[src/rtl/filter_select_ctrl_pkg.sv]
// Shared filter codes, LED colours, controller states and selection helpers
// for the filter select controller.
package filter_pkg;

  localparam int SW_W = 5;

  localparam logic [SW_W-1:0] GRAYSCALE = 5'b00001;
  localparam logic [SW_W-1:0] VCONV     = 5'b00010;
  localparam logic [SW_W-1:0] HCONV     = 5'b00100;
  localparam logic [SW_W-1:0] F3        = 5'b01000;
  localparam logic [SW_W-1:0] F4        = 5'b10000;

  // Active-low RGB drive: bit2=R, bit1=G, bit0=B
  localparam logic [2:0] RED     = 3'b011;
  localparam logic [2:0] YELLOW  = 3'b001;
  localparam logic [2:0] CYAN    = 3'b100;
  localparam logic [2:0] MAGENTA = 3'b010;
  localparam logic [2:0] BLUE    = 3'b110;
  localparam logic [2:0] GREEN   = 3'b101;
  localparam logic [2:0] OFF     = 3'b111;

  typedef enum logic [1:0] {IDLE, WAIT_FRAME, REQ, ERROR} state_e;

  function automatic logic is_valid_sel(input logic [SW_W-1:0] s);
    return (s & (s - SW_W'(1))) == '0;
  endfunction

  function automatic logic [2:0] sel_color(input logic [SW_W-1:0] s);
    case (s)
      GRAYSCALE: return YELLOW;
      VCONV:     return CYAN;
      HCONV:     return MAGENTA;
      F3:        return BLUE;
      F4:        return GREEN;
      default:   return OFF;
    endcase
  endfunction

endpackage

[src/rtl/filter_select_ctrl_if.sv]
// Switch, frame handshake and LED status signals of the filter select controller.
interface filter_select_ctrl_if #(parameter int PWM_BITS = 8);
  import filter_pkg::*;

  logic [SW_W-1:0]     SW;
  logic                frame_start;
  logic                filter_ack;
  logic [PWM_BITS-1:0] brightness;
  logic [SW_W-1:0]     filter_sel;
  logic [SW_W-1:0]     req_sel;
  logic                filter_req;
  logic                pending;
  logic                sel_error;
  logic [2:0]          color;

  modport slave (
    input  SW, frame_start, filter_ack, brightness,
    output filter_sel, req_sel, filter_req, pending, sel_error, color
  );

  modport master (
    output SW, frame_start, filter_ack, brightness,
    input  filter_sel, req_sel, filter_req, pending, sel_error, color
  );
endinterface

[src/rtl/filter_select_ctrl_switch_debounce.sv]
// Two-flop synchronizer followed by a hold-time debounce on the whole switch word.
module switch_debounce #(
  parameter int WIDTH           = 5,
  parameter int DEBOUNCE_CYCLES = 500000
) (
  input  logic             clk,
  input  logic             reset_n,
  input  logic [WIDTH-1:0] raw,
  output logic [WIDTH-1:0] stable
);
  localparam int            CW   = $clog2(DEBOUNCE_CYCLES + 1);
  localparam logic [CW-1:0] LAST = CW'(DEBOUNCE_CYCLES - 1);

  logic [WIDTH-1:0] meta_q, sync_q, cand_q, stable_q;
  logic [CW-1:0]    cnt_q, cnt_d;

  // Saturate so a long-held value never wraps back into a fresh count
  assign cnt_d = (cnt_q == LAST) ? cnt_q : cnt_q + CW'(1);

  always_ff @(posedge clk or negedge reset_n) begin
    if (!reset_n) begin
      meta_q   <= '0;
      sync_q   <= '0;
      cand_q   <= '0;
      stable_q <= '0;
      cnt_q    <= '0;
    end else begin
      meta_q <= raw;
      sync_q <= meta_q;
      if (sync_q != cand_q) begin
        cand_q <= sync_q;
        cnt_q  <= '0;
      end else begin
        cnt_q <= cnt_d;
        if (cnt_d == LAST) stable_q <= cand_q;
      end
    end
  end

  assign stable = stable_q;
endmodule

[src/rtl/filter_select_ctrl.sv]
// Filter change sequencer: debounced selection, frame-aligned req/ack commit,
// and a PWM-dimmed status LED that blinks while a change is pending.
module filter_select_ctrl
  import filter_pkg::*;
#(
  parameter int DEBOUNCE_CYCLES = 500000,
  parameter int BLINK_CYCLES    = 12500000,
  parameter int PWM_BITS        = 8
) (
  input  logic                clk,
  input  logic                reset_n,
  filter_select_ctrl_if.slave bus
);
  localparam int            BW         = $clog2(BLINK_CYCLES + 1);
  localparam logic [BW-1:0] BLINK_LAST = BW'(BLINK_CYCLES - 1);

  state_e              state_q, state_d;
  logic [SW_W-1:0]     stable_sw;
  logic [SW_W-1:0]     target_q, target_d;
  logic [SW_W-1:0]     req_sel_q, req_sel_d;
  logic [SW_W-1:0]     filter_sel_q, filter_sel_d;
  logic [BW-1:0]       blink_cnt_q;
  logic                blink_off_q;
  logic [PWM_BITS-1:0] pwm_cnt_q;
  logic [2:0]          color_q, color_d, base_color;
  logic                sw_valid, pending, enter_wait;

  switch_debounce #(
    .WIDTH           (SW_W),
    .DEBOUNCE_CYCLES (DEBOUNCE_CYCLES)
  ) u_debounce (
    .clk     (clk),
    .reset_n (reset_n),
    .raw     (bus.SW),
    .stable  (stable_sw)
  );

  assign sw_valid   = is_valid_sel(stable_sw);
  assign pending    = (state_q == WAIT_FRAME) || (state_q == REQ);
  assign enter_wait = (state_d == WAIT_FRAME) && (state_q != WAIT_FRAME);

  always_comb begin
    state_d      = state_q;
    target_d     = target_q;
    req_sel_d    = req_sel_q;
    filter_sel_d = filter_sel_q;
    case (state_q)
      IDLE: begin
        if (stable_sw != filter_sel_q) begin
          if (sw_valid) begin
            state_d  = WAIT_FRAME;
            target_d = stable_sw;
          end else begin
            state_d = ERROR;
          end
        end
      end
      // frame_start has priority: a switch change seen on the same cycle is
      // handled after the commit, from IDLE
      WAIT_FRAME: begin
        if (bus.frame_start) begin
          state_d   = REQ;
          req_sel_d = target_q;
        end else if (stable_sw == filter_sel_q) begin
          state_d = IDLE;
        end else if (!sw_valid) begin
          state_d = ERROR;
        end else begin
          target_d = stable_sw;
        end
      end
      REQ: begin
        if (bus.filter_ack) begin
          filter_sel_d = req_sel_q;
          state_d      = IDLE;
        end
      end
      ERROR: begin
        if (sw_valid) state_d = IDLE;
      end
      default: state_d = IDLE;
    endcase
  end

  always_ff @(posedge clk or negedge reset_n) begin
    if (!reset_n) begin
      state_q      <= IDLE;
      target_q     <= '0;
      req_sel_q    <= '0;
      filter_sel_q <= '0;
    end else begin
      state_q      <= state_d;
      target_q     <= target_d;
      req_sel_q    <= req_sel_d;
      filter_sel_q <= filter_sel_d;
    end
  end

  // Blink restarts in the lit phase every time a wait begins
  always_ff @(posedge clk or negedge reset_n) begin
    if (!reset_n) begin
      blink_cnt_q <= '0;
      blink_off_q <= 1'b0;
    end else if (enter_wait) begin
      blink_cnt_q <= '0;
      blink_off_q <= 1'b0;
    end else if (pending) begin
      if (blink_cnt_q == BLINK_LAST) begin
        blink_cnt_q <= '0;
        blink_off_q <= ~blink_off_q;
      end else begin
        blink_cnt_q <= blink_cnt_q + BW'(1);
      end
    end
  end

  assign base_color = (state_q == ERROR) ? RED
                    : sel_color(pending ? target_q : filter_sel_q);

  always_comb begin
    color_d = OFF;
    if ((pwm_cnt_q < bus.brightness) && !(pending && blink_off_q)) color_d = base_color;
  end

  always_ff @(posedge clk or negedge reset_n) begin
    if (!reset_n) begin
      pwm_cnt_q <= '0;
      color_q   <= OFF;
    end else begin
      pwm_cnt_q <= pwm_cnt_q + PWM_BITS'(1);
      color_q   <= color_d;
    end
  end

  assign bus.filter_sel = filter_sel_q;
  assign bus.req_sel    = req_sel_q;
  assign bus.filter_req = (state_q == REQ);
  assign bus.pending    = pending;
  assign bus.sel_error  = (state_q == ERROR);
  assign bus.color      = color_q;
endmodule
[src/flat_wrapper.sv]
// flat-port wrapper written by rule: the top's interface ports become plain ports
module filter_select_ctrl_flat import filter_pkg::*;
#(
  parameter int DEBOUNCE_CYCLES = 500000,
  parameter int BLINK_CYCLES    = 12500000,
  parameter int PWM_BITS        = 8
)
  (clk, reset_n, bus_SW, bus_frame_start, bus_filter_ack, bus_brightness, bus_filter_sel, bus_req_sel, bus_filter_req, bus_pending, bus_sel_error, bus_color);
  filter_select_ctrl_if #(.PWM_BITS(PWM_BITS)) bus_i ();
  input  logic clk;
  input  logic reset_n;
  input wire logic [$bits(bus_i.SW)-1:0] bus_SW;
  input wire logic [$bits(bus_i.frame_start)-1:0] bus_frame_start;
  input wire logic [$bits(bus_i.filter_ack)-1:0] bus_filter_ack;
  input wire logic [$bits(bus_i.brightness)-1:0] bus_brightness;
  output wire logic [$bits(bus_i.filter_sel)-1:0] bus_filter_sel;
  output wire logic [$bits(bus_i.req_sel)-1:0] bus_req_sel;
  output wire logic [$bits(bus_i.filter_req)-1:0] bus_filter_req;
  output wire logic [$bits(bus_i.pending)-1:0] bus_pending;
  output wire logic [$bits(bus_i.sel_error)-1:0] bus_sel_error;
  output wire logic [$bits(bus_i.color)-1:0] bus_color;
  assign bus_i.SW = bus_SW;
  assign bus_i.frame_start = bus_frame_start;
  assign bus_i.filter_ack = bus_filter_ack;
  assign bus_i.brightness = bus_brightness;
  assign bus_filter_sel = bus_i.filter_sel;
  assign bus_req_sel = bus_i.req_sel;
  assign bus_filter_req = bus_i.filter_req;
  assign bus_pending = bus_i.pending;
  assign bus_sel_error = bus_i.sel_error;
  assign bus_color = bus_i.color;
  filter_select_ctrl #(.DEBOUNCE_CYCLES(DEBOUNCE_CYCLES), .BLINK_CYCLES(BLINK_CYCLES), .PWM_BITS(PWM_BITS)) u_core (.clk(clk), .reset_n(reset_n), .bus(bus_i));
endmodule
[config.mk]
export PLATFORM = sky130hd
export DESIGN_NAME = filter_select_ctrl_flat
export DESIGN_NICKNAME = d
export VERILOG_FILES = /design/src/rtl/filter_select_ctrl_pkg.sv /design/src/rtl/filter_select_ctrl_if.sv /design/src/rtl/filter_select_ctrl_switch_debounce.sv /design/src/rtl/filter_select_ctrl.sv /design/src/flat_wrapper.sv
export SDC_FILE = /design/constraint.sdc
export NUM_CORES = 1
export LEC_CHECK = 0
export ABC_CLOCK_PERIOD_IN_PS = 2400
export CAP_MARGIN = 20
export CORE_MARGIN = 3
export CORE_UTILIZATION = 53
export CTS_BUF_LIST = sky130_fd_sc_hd__clkbuf_4 sky130_fd_sc_hd__clkbuf_8 sky130_fd_sc_hd__clkbuf_16
export DETAILED_ROUTE_END_ITERATION = 10
export PLACE_DENSITY = 0.74
export SLEW_MARGIN = 20
export SYNTH_ARGS = -nofsm -noshare
export SYNTH_HDL_FRONTEND = slang
export SYNTH_SLANG_ARGS = --single-unit
[constraint.sdc]
create_clock -name clk -period 2.4 [get_ports clk]
set_input_delay 0.48 -clock clk [delete_from_list [all_inputs] [get_ports clk]]
set_output_delay 0.48 -clock clk [all_outputs]
set_load 0.03 [all_outputs]
**Word level (Yosys, flattened, before mapping)**

Cells that the tools add are included.

- Latch bits: 0
- Output and inout bits: 16
- Memory bits (read-only): 0
- Logic and storage cells: 80
- Memories kept: 0
- Register bits: 92
- Bits of input ports: 17
- Memory bits (writable): 0

- Eq/ne operators: 19
- Shift-type cells: 0
- Reduce and logical (&&, ||, !) cells: 15
- Mux-type cells: 25
- Bitwise gates (word level): 3
- $mul: 0
- Order comparisons: 1
- Divide/modulo/power cells: 0
- $add $sub $neg: 4

Operators by type and width:

| kind | count |
|---|---|
| $mux 24 | 3 |
| $eq 19x19->1 const B | 2 |
| $mux 19 | 2 |
| $mux 5 | 5 |
| $add 24x1->24 const B | 1 |
| $eq 24x24->1 const B | 1 |
| $add 19x1->19 const B | 1 |
| $pmux 3 s5 | 1 |
| $mux 2 | 7 |
| $ne 5x5->1 | 2 |
| $pmux 5 s2 | 1 |
| $add 8x1->8 const B | 1 |
| $lt 8x8->1 | 1 |
| $pmux 2 s4 | 1 |
| $reduce_and 2->1 | 4 |
| $mux 3 | 2 |
| $reduce_bool 2->1 | 3 |
| $and 5x5->5 | 1 |
| $eq 5x1->1 const B | 1 |
| $eq 5x2->1 const B | 1 |
| $eq 5x3->1 const B | 1 |
| $eq 5x4->1 const B | 1 |
| $eq 5x5->1 | 1 |
| $eq 5x5->1 const B | 1 |
| other kinds (13) | 22 |

**Longest topological paths before layout**

Gate-level depths: netlist of run 1.

- Word-level depth: 11
- Gate-level depth with buffers: 9

**Modules after synthesis**

A second synthesis of run 1 with hierarchy kept.

- Cells, all modules: 500
- Area total of the unflattened synthesis: 5,003.5 um^2

By module, submodules not included:

| module | sequential area each (um^2) | instances | area each (um^2) | cells each |
|---|---|---|---|---|
| filter_select_ctrl | 1,330.0 | 1 | 3,121.7 | 322 |
| switch_debounce | 975.9 | 1 | 1,881.8 | 178 |

**Worst setup path before layout of run 1**

OpenSTA, ideal clock, no wires.

- Path type: reg-to-reg
- From: register u_core.u_debounce.cnt_q[1]
- To: register u_core.u_debounce.stable_q[0], in the netlist u_core.u_debounce.stable[0]
- Stages on the path, launching flop included: 9
- Arrival time: 2.387 ns
- Slack: -0.112 ns
- Period minus slack after synthesis: 2.512 ns
- Data required time: 2.275 ns
- Cells stage by stage: dfrtp_1 > ha_1 > or3b_2 > o22ai_1 > nand4_1 > a221oi_2 > nand4b_1 > nor3_4 > mux2_2

- Word-level cells in the longest chain between the ends: 4
- Elaborated cells on any way between the ends: 5
- Classes of those cells: 1 x add/sub; 2 x eq/ne; 1 x mux; 1 x reduce/logical

Ends and longest elaborated chain:

| element | RTL line | text |
|---|---|---|
| start: declaration | filter_select_ctrl_switch_debounce.sv:15 | `logic [CW-1:0] cnt_q, cnt_d;` |
| start signal: assignment | filter_select_ctrl_switch_debounce.sv:34 | `cnt_q <= cnt_d;` |
| $add 19x1->19 / $eq 19x19->1 (equally long branches) | filter_select_ctrl_switch_debounce.sv:18 | `assign cnt_d = (cnt_q == LAST) ? cnt_q : cnt_q + CW'(1);` |
| $mux 19 (*) | filter_select_ctrl_switch_debounce.sv:18 |  |
| $eq 19x19->1 (*) | filter_select_ctrl_switch_debounce.sv:35 | `if (cnt_d == LAST) stable_q <= cand_q;` |
| $reduce_and 2->1 (no line) (*) | -- |  |
| end signal: assignment | filter_select_ctrl_switch_debounce.sv:35 |  |
| end: declaration | filter_select_ctrl_switch_debounce.sv:14 | `logic [WIDTH-1:0] meta_q, sync_q, cand_q, stable_q;` |

Every way passes the cells marked *; elsewhere a longest branch is shown, timed or not.
A chain may end at the register's enable or synchronous reset.

**Final worst setup path of run 1**

- From: register u_core.u_debounce.cnt_q[5]
- To: register u_core.u_debounce.stable_q[0], in the netlist u_core.u_debounce.stable[0]

The elaborated chain is that of the path after synthesis.

==> results.tsv, run 1 <==
stage	metric	value	unit
logic_synthesis	#FFs+latches synth	92	
drt	Routed WL	10100	um
status	failing checks	negative setup slack	
final_layout	Nets	572	
power	Flop pwr share	0.586	
logic_synthesis	share of flip-flops with an asynchronous set or reset	1.00	
critical_path	crit path cell chain	and4_4 -> a211o_1 -> a221o_1 -> a221oi_2 -> nand4b_1 -> nor3_4 -> buf_6 -> mux2_4	
logic_synthesis	XOR/XNOR Fraction of Synth Area	0.113	
clocking	Root Driver	clkbuf_8	
final_layout	P&R area growth vs syn	21.8	%
clocking	clk buf depth	2	
clocking	clock transition at the registers of the reported paths	0.10	ns
timing	max frequency	376	MHz
critical_path	crit start category	flop	
timing	unrepaired setup endpoints after global routing	yes	
global_route	largest net degree at the start of global routing	53	
drt	vias	3627	
logic_synthesis	Yosys cell types	57	
clocking	clock sink count	92	
drt	1st-iter DRT viols	117	
place	placed cell area	5480	um2
clocking	H-tree levels	3	
timing	crit path time final	2.66	ns
die	I/O Pins	33	
drt	post-route DRC violation count	0	
logic_synthesis	top cells by area, synth	dfrtp_1, xor2_1, mux2_2	
logic_synthesis	post-synthesis simple-gate area fraction	0.199	
drt	ANT nets after route	0	
power	Clock Power Share	0.381	
logic_synthesis	main combinational cell family by area after synthesis	simple AND/OR/NAND/NOR gates	
place	# port buffers	32	
place	Final GP Congestion	0.915	
place	Setup WS pre-CTS	-0.110	ns
critical_path	Crit Path Max Fanout	6	
logic_synthesis	Syn Area/Cell	10.2	um2
critical_path	slowest CP cell	dfrtp_2	
critical_path	R2R cell count	8	
place	Final HPWL DP	7130	um
critical_path	worst setup path category	flop to flop	
drt	wire length per cell	15.5	um
global_route	gr usage total	0.213	
logic_synthesis	ys flop type	dfrtp_1	
die	chip width	101	um
timing	hold slack	0.0755	ns
timing	max-slew violations	0	
critical_path	setup slack, reg-to-reg	-0.26	ns
logic_synthesis	dominant cell type by area after synthesis	dfrtp_1	
power	sw power	0.673	mW
timing	Final Setup Violations	5	
die	FP Rows	34	
critical_path	RR Endpoint	u_core.u_debounce.stable[0]$_DFFE_PN0P_	
timing	post-route clock skew	0.0147	ns
clocking	CTS tree	yes	
drt	DR pass1 iterations	4	
power	Switching Share	0.251	
final_layout	Antenna Cells	0	
timing	slew margin rel.	0.621	
timing	Final period util	1.11	
critical_path	CP endpoint kind	flop	
logic_synthesis	synthesized area	4790	um2
critical_path	CP required	2.67	ns
global_route	first-pass GRT wire length	17200	um
critical_path	r2r startpoint	u_core.u_debounce.cnt_q[5]$_DFF_PN0_	
logic_synthesis	sequential-to-total area share from yosys stat	0.482	
critical_path	Worst Path Arrival	2.92	ns
die	Initial Utilization	0.546	
clocking	CTS buffer count	9	
die	Die ar.	10200	um2
clocking	Worst-Skew Late Latency	0.37	ns
logic_synthesis	Post-synth EDFFs	0	
status	status	finished with violations	
logic_synthesis	post-synthesis mux area share	0.0536	
die	chip height	101	um
timing	Tightest Pin Transition	0.568	ns
drt	vias per cell	5.55	
final_layout	design area	5830	um2
logic_synthesis	complex-gate fraction of the synthesized area	0.0784	
die	core area	8760	um2
power	Static Leak	2.67	nW
logic_synthesis	adder-cell share of the synthesized area	0.0413	
power	total power	2.68	mW
logic_synthesis	syn nets	501	
logic_synthesis	Cells after Synth	469	
run	max cap viols	0	
timing	Setup TNS	-1.24	ns
logic_synthesis	Synth top area share	0.465	
hold_path	HP Class	input pin to asynchronous set/reset pin	
power	PwrDens	459	nW/um2
final_layout	share of cells above drive strength 1	0.200	
timing	Final Hold Vio Count	0	
logic_synthesis	yosys warns	0	
global_route	GRT overflow	0	
power	logic gate share of total power	0.033	
timing	Setup WS post-layout	-0.257	ns
power	Int Power	2.01	mW
global_route	antenna violations before repair	0	
critical_path	worst stage delay on the critical path	0.47	ns
power	Peak VDD IR	0.000347	V
global_route	vias in the first global route	3624	
## synth_stat cells (2+ instances only)
cell type  count
a211oi_1       4
a21o_1         3
a21oi_1       14
and3_1         9
and4_1         3
buf_1          2
buf_2          7
clkbuf_1      10
dfrtp_1       89
dfstp_2        3
ha_1          15
inv_1         18
mux2_2        21
mux2i_1        2
nand2_1       40
nand2b_1       4
nand3_1       24
nand3b_1       2
nand4_1       14
nand4b_1       6
nor2_1        50
nor2b_1        2
nor3_1         9
nor4_1         5
o2111ai_1      2
o21ai_0       14
o22ai_1        3
o31ai_1        2
or3_1          3
or4b_1         2
xnor2_1       26
xor2_1        36
## area by class of cell
type | count | area [um2]
fill | 682 | 2930
multi-input combinational | 339 | 2410
sequential | 92 | 2310
timing repair buffer | 80 | 718
tap | 108 | 135
clock buffer | 9 | 124
clock inverter | 7 | 67.6
inverter | 18 | 67.6
## worst max-delay path: cells and delay by family (launching register included)
kind,cells,cell delay [ns]
buffers and inverters,1,0.15
AND/OR/NAND/NOR,3,0.73
flip-flops,1,0.47
multiplexers,1,0.29
AO/OA/AOI/OAI,3,0.91
## power by group through the flow
stage	registers [mW]	clock network (mW)	logic, mW
after floorplan	1.60	0	0.0257
after global placement	1.60	0	0.0885
after detailed placement	1.60	0	0.0904
after CTS	1.57	1.05	0.0910
after global routing	1.57	1.11	0.100
final	1.57	1.02	0.0879
## cells in the final DEF, fill, tap and decap left out, drive strengths merged, types with 3 or more instances in the layout
cell and instances:
clkinv 3, mux2 21, a21oi 14, dfrtp 89, o31ai 3, nand4 15, a21o 3, a211oi 4
buf 50, nand2 40, nor4 6, o22ai 3, clkbuf 9, nand3 24, nor2 50, xnor2 26
and3 9, or3 3, nand2b 4, dfstp 3, xor2 36, clkdlybuf4s50 29, inv 22, o21ai 14
and4 4, nor3 11, nand4b 6, ha 15
## sequential cells by signal (all words and copies together) (netlist names)
name                      cells
u_core.bus.color              3
u_core.u_debounce.cnt_q      19
u_core.u_debounce.sync_q      5
u_core.state_q                2
u_core.target_q               5
u_core.u_debounce.meta_q      5
u_core.bus.filter_sel         5
u_core.blink_off_q            1
u_core.blink_cnt_q           24
u_core.bus.req_sel            5
u_core.u_debounce.cand_q      5
u_core.u_debounce.stable      5
u_core.pwm_cnt_q              8
## through the flow
step           std cells  utilization
3_5_place_dp         629        0.625
3_3_place_gp         629        0.625
4_1_cts              653        0.659
6_report             653        0.665
2_1_floorplan        469            -
5_1_grt              653        0.665
## worst max-delay path by stage
| stage | start | to | slack (ns) | depth (start not counted) |
|---|---|---|---|---|
| after floorplan | u_core.u_debounce.cnt_q[1]$_DFF_PN0_ | u_core.u_debounce.stable[0]$_DFFE_PN0P_ | -0.02 | 8 |
| after global placement | u_core.u_debounce.cnt_q[0]$_DFF_PN0_ | u_core.u_debounce.stable[3]$_DFFE_PN0P_ | -0.06 | 8 |
| after detailed placement | u_core.u_debounce.cnt_q[0]$_DFF_PN0_ | u_core.u_debounce.stable[4]$_DFFE_PN0P_ | -0.11 | 8 |
| after CTS | u_core.u_debounce.cnt_q[1]$_DFF_PN0_ | u_core.u_debounce.stable[0]$_DFFE_PN0P_ | -0.09 | 9 |
| after global routing | u_core.u_debounce.cnt_q[0]$_DFF_PN0_ | u_core.u_debounce.stable[2]$_DFFE_PN0P_ | -0.31 | 9 |
| final | u_core.u_debounce.cnt_q[5]$_DFF_PN0_ | u_core.u_debounce.stable[0]$_DFFE_PN0P_ | -0.26 | 8 |
## per-layer routing
metal  routed length [um]  GRT usage
met3                  316     0.0388
met5                    0          0
met2                 4980      0.349
met4                  150     0.0685
met1                 4700      0.286
## cell families (layout without fill, tap and decap cells)
logic type	after synthesis	count (layout)
flip-flops	92	92
AO/OA/AOI/OAI	55	55
multiplexers	23	23
buffers and inverters	38	114
XOR/XNOR	62	62
AND/OR/NAND/NOR	183	183
adder cells (fa/ha/maj)	16	16
## timing repair
item / 4_1_cts / 5_1_grt
endpoints found under the setup margin: 5 / 6
buffers inserted: 9 / 0
hold buffers: 0 / 0
pin swaps: 8 / 3
resized for setup: 12 / 11
cloned: 0 / 0
Power figures use the tool's default switching activity.
==> inputs of run 2 (changes only) <==
Settings changed: ABC_CLOCK_PERIOD_IN_PS 2400 to 2950, CORE_MARGIN 3 to not set, CORE_UTILIZATION 53 to 59, PLACE_DENSITY 0.74 to 0.78.
Clock period 2.4 ns to 2.95 ns, I/O delays scaled along.
==> results.tsv, run 2 (synthesis results as in run 1) <==
stage	metric	value	unit
status	status	completed	
timing	Final Setup Violations	0	
power	Clock Power Share	0.435	
global_route	first-pass GRT wire length	16300	um
critical_path	RR Endpoint	u_core.u_debounce.stable[2]$_DFFE_PN0P_	
drt	vias per cell	5.87	
power	Switching Share	0.204	
drt	post-route DRC violation count	0	
global_route	GRT overflow	0	
die	Die ar.	8480	um2
critical_path	R2R cell count	8	
final_layout	P&R area growth vs syn	14.9	%
final_layout	biggest regs	u_core.blink_cnt_q x24, u_core.u_debounce.cnt_q x19, u_core.pwm_cnt_q x8	
timing	slew margin rel.	0.583	
critical_path	r2r startpoint	u_core.u_debounce.cnt_q[1]$_DFF_PN0_	
global_route	largest net degree at the start of global routing	55	
critical_path	worst setup path category	flop to flop	
drt	ANT nets after route	0	
final_layout	Largest register FFs	24	
timing	max-slew violations	0	
timing	max frequency	358	MHz
critical_path	CP required	3.19	ns
drt	Routed WL	9130	um
final_layout	FILL cells	587	
power	total power	2.38	mW
drt	vias	3581	
critical_path	setup slack, reg-to-reg	0.16	ns
die	core area	7810	um2
clocking	H-tree levels	3	
timing	unrepaired setup endpoints after global routing	no	
global_route	gr usage total	0.244	
clocking	clock sink count	92	
clocking	CTS tree	yes	
run	max cap viols	0	
final_layout	Antenna Cells	0	
clocking	number of hold buffers added after cts	0	
die	Initial Utilization	0.613	
clocking	post-CTS sizing	0	
die	chip width	92.1	um
power	PwrDens	433	nW/um2
clocking	clk buf depth	2	
final_layout	most flop-heavy register	u_core.blink_cnt_q	
place	# port buffers	32	
hold_path	HP Class	input pin to asynchronous set/reset pin	
final_layout	Nets	535	
power	Peak VDD IR	0.000316	V
power	sw power	0.487	mW
place	Final HPWL DP	6270	um
clocking	postcts setup bufs	0	
critical_path	Worst Path Arrival	3.03	ns
clocking	Root Driver	clkbuf_8	
timing	Tightest Pin Transition	0.625	ns
timing	Final period util	0.946	
clocking	Worst-Skew Late Latency	0.35	ns
power	Static Leak	2.43	nW
global_route	antenna violations before repair	0	
clocking	clock transition at the registers of the reported paths	0.09	ns
timing	crit path time final	2.79	ns
die	chip height	92.1	um
timing	post-route clock skew	0.0153	ns
critical_path	Crit Path Max Fanout	8	
final_layout	most frequent cells in the layout	dfrtp_1, nor2_1, nand2_1, xor2_1, clkdlybuf4s50_1	
drt	1st-iter DRT viols	189	
place	Final GP Congestion	0.889	
critical_path	crit start category	flop	
die	FP Rows	32	
global_route	vias in the first global route	3494	
timing	Setup TNS	0	ns
drt	wire length per cell	15.0	um
final_layout	most common cell after layout, fill and taps aside	dfrtp_1	
clocking	CTS buffer count	9	
die	I/O Pins	33	
drt	DR pass1 iterations	5	
final_layout	share of cells above drive strength 1	0.124	
power	Int Power	1.90	mW
power	logic gate share of total power	0.030	
critical_path	CP endpoint kind	flop	
timing	Final Hold Vio Count	0	
power	Flop pwr share	0.536	
==> run 2: how the worst max path moves through the flow <==
stage                                    startpoint                                      end  slack, ns
2_1_floorplan  u_core.u_debounce.cnt_q[1]$_DFF_PN0_  u_core.u_debounce.stable[0]$_DFFE_PN0P_       0.44
3_3_place_gp   u_core.u_debounce.cnt_q[1]$_DFF_PN0_  u_core.u_debounce.stable[3]$_DFFE_PN0P_       0.31
3_5_place_dp   u_core.u_debounce.cnt_q[1]$_DFF_PN0_  u_core.u_debounce.stable[0]$_DFFE_PN0P_       0.27
4_1_cts        u_core.u_debounce.cnt_q[1]$_DFF_PN0_  u_core.u_debounce.stable[1]$_DFFE_PN0P_       0.16
5_1_grt        u_core.u_debounce.cnt_q[1]$_DFF_PN0_  u_core.u_debounce.stable[3]$_DFFE_PN0P_       0.04
6_report       u_core.u_debounce.cnt_q[1]$_DFF_PN0_  u_core.u_debounce.stable[2]$_DFFE_PN0P_       0.16
==> run 2: metrics by stage <==
stage                     instance area [um2]   util  hold slack [ns]  setup slack (ns)  std cells
final                                    5500  0.705            0.200             0.158        610
after global routing                     5500  0.705            0.222            0.0401        610
after CTS                                5500  0.704            0.207             0.161        610
after detailed placement                 5240  0.671            0.340             0.265        594
after global placement                   5240  0.671            0.339             0.311        594
after floorplan                          4790      -            0.294             0.438        469
==> run 2: worst max-delay path: stages, from the launching register on <==
cell      delay, ns
dfrtp_1        0.47
ha_1           0.26
or3b_2         0.45
o22ai_1        0.19
nand4_1        0.14
a221oi_2       0.27
nand4b_1       0.19
nor3_4         0.32
mux2_2         0.38
==> run 2: layout make-up <==
cell class	count	area (um2)	share of cell area
multi-input cells	339	2340	0.424
flip-flops and latches	92	2310	0.419
repair buffers	43	413	0.0750
clock buffers	10	138	0.0250
well taps	102	128	0.0232
clock inverters	6	116	0.0211
inverters	18	67.6	0.0123
==> run 2: power groups by stage <==
| stage | registers, mW | clock network [mW] | logic [mW] |
|---|---|---|---|
| final | 1.28 | 1.04 | 0.0706 |
| after global routing | 1.28 | 1.10 | 0.0812 |
| after CTS | 1.28 | 1.07 | 0.0731 |
| after detailed placement | 1.30 | 0 | 0.0728 |
| after global placement | 1.30 | 0 | 0.0709 |
| after floorplan | 1.30 | 0 | 0.0209 |
==> run 2: routing by layer <==
| layer | global-route usage | part of all wire | up-vias |
|---|---|---|---|
| li1 | - | - | 1700 |
| met1 | 0.328 | 0.45 | 1765 |
| met2 | 0.396 | 0.49 | 103 |
| met3 | 0.0522 | 0.050 | 13 |
| met4 | 0.0781 | 0.011 | 0 |
| met5 | 0 | 0 | - |
